==> config.mk <==
export PLATFORM = sky130hd
export DESIGN_NAME = dec_burst
export DESIGN_NICKNAME = d
export VERILOG_FILES = /design/src/rtl/dec_burst.sv
export SDC_FILE = /design/constraint.sdc
export NUM_CORES = 1
export LEC_CHECK = 0
export BUFFER_PORTS_ARGS = -buffer_cell sky130_fd_sc_hd__buf_2
export CAP_MARGIN = 20
export CORE_AREA = 2 2 39 41
export CTS_CLUSTER_SIZE = 40
export DETAILED_ROUTE_END_ITERATION = 16
export DIE_AREA = 0 0 41 43
export PLACE_DENSITY = 0.74
export SLEW_MARGIN = 10
export SYNTH_ARGS = -nofsm -noshare
export SYNTH_HDL_FRONTEND = slang
export SYNTH_SLANG_ARGS = --single-unit
==> constraint.sdc <==
create_clock -name clk -period 3.19 [get_ports clk]
set_input_delay 0.4785 -clock clk [delete_from_list [all_inputs] [get_ports clk]]
set_output_delay 0.4785 -clock clk [all_outputs]
set_load 0.02 [all_outputs]
==> src/rtl/dec_burst.sv <==
// rtl/dec_burst.sv - decrementing burst generator: each accepted word yields COUNT successively decremented words
module dec_burst #(
  parameter int WIDTH = 8,
  parameter int STEP  = 1,
  parameter int COUNT = 1
) (
  input  logic             clk,
  input  logic             rst,
  input  logic             in_valid,
  output logic             in_ready,
  input  logic [WIDTH-1:0] in_data,
  output logic             out_valid,
  input  logic             out_ready,
  output logic [WIDTH-1:0] out_data,
  output logic             out_borrow
);

  localparam int RW = (COUNT < 2) ? 1 : $clog2(COUNT + 1);
  localparam logic [WIDTH-1:0] STEP_W  = WIDTH'(STEP);
  localparam logic [RW-1:0]    REM_TOP = RW'(COUNT - 1);

  localparam logic [0:0] IDLE  = 1'b0;
  localparam logic [0:0] BURST = 1'b1;

  logic [0:0]    state;
  logic [RW-1:0] rem;
  logic          in_xfer;
  logic          out_xfer;

  // A new word may enter only when the last word of the current burst leaves
  assign in_ready  = !rst && ((state == IDLE) || (out_ready && (rem == '0)));
  assign out_valid = (state == BURST);
  assign in_xfer   = in_valid && in_ready;
  assign out_xfer  = out_valid && out_ready;

  always_ff @(posedge clk) begin
    if (rst) begin
      state      <= IDLE;
      rem        <= '0;
      out_data   <= '0;
      out_borrow <= 1'b0;
    end else if (in_xfer) begin
      state      <= BURST;
      rem        <= REM_TOP;
      out_data   <= in_data - STEP_W;
      out_borrow <= (in_data < STEP_W);
    end else if (out_xfer) begin
      if (rem != '0) begin
        rem        <= rem - 1'b1;
        out_data   <= out_data - STEP_W;
        out_borrow <= (out_data < STEP_W);
      end else begin
        state <= IDLE;
      end
    end
  end

endmodule

## Word-level counts from Yosys, hierarchy flattened

Index checks and enable logic that the tools add are counted.

- Word-level logic and storage cells: 33
- Bits of input ports: 12
- Bits in registers: 11
- Output and inout bits: 11

- $add $sub $neg: 3
- Bitwise gates (word level): 2
- Mux-type cells: 10
- Order comparisons: 2
- Reductions and logical operators: 11
- Eq/ne operators: 1

Operators by type and width:

| kind | count |
|---|---|
| $mux W8 | 3 |
| $lt A8 B1 Y1 const B | 2 |
| $sub A8 B1 Y8 const B | 2 |
| $mux W1 | 7 |
| $logic_and A1 B1 Y1 | 4 |
| $reduce_and A2 Y1 | 2 |
| $reduce_bool A2 Y1 | 2 |
| $ne A2 B1 Y1 const B | 1 |
| $not A1 Y1 | 2 |
| $reduce_or A2 Y1 | 1 |
| $logic_not A1 Y1 | 1 |
| $logic_or A1 B1 Y1 | 1 |
| $sub A1 B1 Y1 const B | 1 |

## Logic depth before layout (Yosys ltp)

- Depth in word-level cells: 7
- Gate-level depth with buffers: 6
- Mapped depth without buffers: 6

## Worst setup path after synthesis

OpenSTA, ideal clock, no wires.

- Path kind: in2out
- From: input rst
- To: output in_ready
- Data required time: 2.711 ns
- Data arrival time: 0.938 ns
- Path buffers: 1
- Setup slack: 1.774 ns
- Stages on the path: 2
- Cell sequence: clkbuf_1 nor2_1

- Word-level cells in the longest chain between the ends: 2

RTL lines:

| element | line | RTL |
|---|---|---|
| start, declared | 8 | `input logic rst,` |
| $logic_not A1 Y1 | 31 | `assign in_ready = !rst && ((state == IDLE) \|\| (out_ready && (rem == '0)));` |
| $logic_and A1 B1 Y1 | 31 |  |
| end, declared | 10 | `output logic in_ready,` |

No other way between the ends.

## Final worst setup path

- From: register state, in the netlist out_valid
- To: output in_ready

- Word-level cells in the longest chain between the ends: 3

RTL lines:

| element | line | RTL |
|---|---|---|
| start, declared | 25 | `logic [0:0] state;` |
| start signal, assigned | 38 | `state <= IDLE;` |
| start signal, assigned | 43 | `state <= BURST;` |
| start signal, assigned | 53 | `state <= IDLE;` |
| $not A1 Y1 | 31 |  |
| $logic_or A1 B1 Y1 | 31 |  |
| $logic_and A1 B1 Y1 | 31 |  |

No other way between the ends.

==> flow_metrics.tcl <==
set metrics [dict create \
    wl_met2_um 451 \
    drc 0 \
    synthTopCellsByArea "dfxtp_1 40%, nand3b_1 11%, xnor2_1 7.1%" \
    worst_slack_ps 1730 \
    place_inst 92 \
    setup.worst_path.start "out_valid" \
    drive_above_1_share 0.367 \
    slowest_stage "dfxtp_1" \
    fin_tns_setup_ps 0 \
    wl_met3_um 53 \
    hold_class "in2reg" \
    rows 14 \
    cp_top_family "flip-flops" \
    p_int_mw 0.201 \
    clk_pin_slew_worst_paths_ps 60 \
    crit_type "reg2out" \
    start_kind "flip-flop" \
    dr.first_iter.drc_count 7 \
    clock_skew_ps 4.19 \
    postCtsSetupBuffers 0 \
    max_cap_violations 0 \
    power.leakage_nw 0.284 \
    vias 454 \
    p_per_area_nw_per_um2 434 \
    synth_area_um2 497 \
    die_w_um 41 \
    crit_path_end_kind "primary output" \
    cts_tree "yes" \
    gr-usage-all-layers 0.129 \
    antenna_cells 0 \
    grt_first_pass_wirelength_um 1520 \
    cts_resized 0 \
    syn_avg_cell_area_um2 8.87 \
    tightestPinTransition_ps 399 \
    cts_root_buf "clkbuf_4" \
    antenna_found_initial 0 \
    maxSlewViolCount 0 \
    cp.arrival_ps 980 \
    crit_fanout 3 \
    syn-instance-count 56 \
    max_slew_margin 0.733 \
    yosysTopAreaCell "dfxtp_1" \
    p_switching_mw 0.0770 \
    fillers 152 \
    p_comb_frac 0.213 \
    drt-met1-wl_um 469 \
    dpl.hpwl_um 798 \
    hold_start "in_data[0]" \
    fmax_mhz 687 \
    yosys_warnings 0 \
    seq_area_frac_synth 0.403 \
    period_share 0.456 \
    cts_max_level 1 \
    place_ws_ps 1640 \
    outcome "finished, final reports clean" \
    dr.max_layer_used "met4" \
    ctsHoldBuffers 0 \
    drt-pass1-iter-count 4 \
    post_drt_wl_per_cell_um 10.6 \
    cts.sinks 10 \
    cts_buffer_depth 2 \
    grt_pass1_vias 385 \
    finalSetupViolations 0 \
    routed_wirelength_um 1010 \
    fp.coreArea_um2 1380 \
    io_buffer_count 22 \
    sw_frac_of_total 0.277 \
    critPathMaxStageDelay_ps 340 \
    hold_viol 0 \
    fin_crit_ps 1460 \
    syn_to_final_growth_pct 29.0 \
    required_ps 2710 \
    crit_buf_inv 1 \
    ys_ff_latch 10 \
    clk_latency_ps 260 \
    fin_cells 95 \
    ios 23 \
    dieHeight_um 43 \
    place_congestion 0.787 \
    grt_max_degree 14 \
    fp.dieArea_um2 1760 \
    synth_top_cell_area_share 0.403 \
    pwr-share-seq 0.496 \
    numCtsBuffers 3 \
    synth_nets 69 \
    yosysUniqueCellTypes 20 \
    nets 94 \
    crit_chain "nor2b_1, nor2_1, buf_2" \
    p_clk_frac 0.292 \
    grt_overflow 0 \
    initial_utilization 0.359 \
    rsz0062_at_grt "false" \
    final_antenna_net_count 0 \
    max-vdd-ir-drop_uv 162 \
    vias_per_cell 4.78 \
    r2r_start "out_valid" \
]
-- logic make-up (layout without fill, tap and decap cells) --
family,Yosys count,count (layout),synth area share
compound gates,9,9,0.121
xor+xnor,6,6,0.106
fa+ha+maj,1,1,0.0252
buf+inv,4,27,0.0327
flops,10,10,0.403
simple gates,26,26,0.312
-- cell usage in the layout (no fill, tap or decap), drive strengths merged --
cell type / n
buf: 22
nor4: 2
ha: 1
o21ai: 6
clkbuf: 3
o31ai: 1
xor2: 2
dfxtp: 10
nand2: 4
a211oi: 2
and2: 1
nor2b: 2
nand3b: 7
nor2: 7
nand2b: 2
inv: 2
xnor2: 4
nor3: 1
-- per-stage QoR --
step                total power [mW]  instance area, um2  utilization  hold WS [ps]
CTS                            0.281                 641        0.463           430
detailed placement             0.200                 618        0.447           472
floorplan                      0.177                 497            -           559
global placement               0.199                 618        0.447           468
finish                         0.278                 641        0.463           439
global route                   0.290                 641        0.463           448
-- power groups by stage --
stage	clock, mW	combinational, mW	sequential, mW
2_1_floorplan	0	0.0257	0.152
3_3_place_gp	0	0.0588	0.140
3_5_place_dp	0	0.0595	0.141
4_1_cts	0.0831	0.0597	0.138
5_1_grt	0.0849	0.0661	0.139
6_report	0.0812	0.0591	0.138
-- state kept, by name, summed over array words and instances, names as in the netlist --
signal	cells
out_valid	1
out_data	8
out_borrow	1
-- synthesized netlist by cell type --
| library cell | n |
|---|---|
| nor3_2 | 1 |
| nand2b_1 | 1 |
| nand2_1 | 4 |
| and2_1 | 1 |
| o21ai_2 | 2 |
| inv_1 | 2 |
| nand2b_4 | 1 |
| ha_1 | 1 |
| clkbuf_1 | 1 |
| nor4_1 | 2 |
| nand3b_1 | 7 |
| nor2b_1 | 2 |
| o21ai_0 | 4 |
| buf_2 | 1 |
| a211oi_1 | 2 |
| o31ai_1 | 1 |
| nor2_1 | 7 |
| dfxtp_1 | 10 |
| xor2_1 | 2 |
| xnor2_1 | 4 |
-- routing by layer --
metal / GRT usage / vias up
li1: - / 238
met1: 0.166 / 195
met2: 0.175 / 17
met3: 0.0157 / 4
met4: 0.120 / 0
met5: 0 / -
-- worst register-to-register path: stages (launching register included) --
cell	delay, ps
dfxtp_1	320
nand2b_1	90
nand2_1	250
nand3b_1	180
o21ai_0	90
-- worst paths after layout --
check,to,slack (ps),depth (start not counted)
worst min-delay path,out_data[0],440,2
worst min register to register,out_data[3],490,2
worst max-delay path,in_ready,1730,3
worst max register to register,out_data[2],2130,4
-- cell type report --
class / instances / area (um2) / share of cell area
multi-input cells: 42 / 280 / 0.438
flip-flops and latches: 10 / 200 / 0.313
repair buffers: 22 / 110 / 0.172
clock buffers: 3 / 22.5 / 0.0352
well taps: 16 / 20.0 / 0.0313
inverters: 2 / 7.51 / 0.0117
Note: power is estimated with default switching activity, not from simulation.
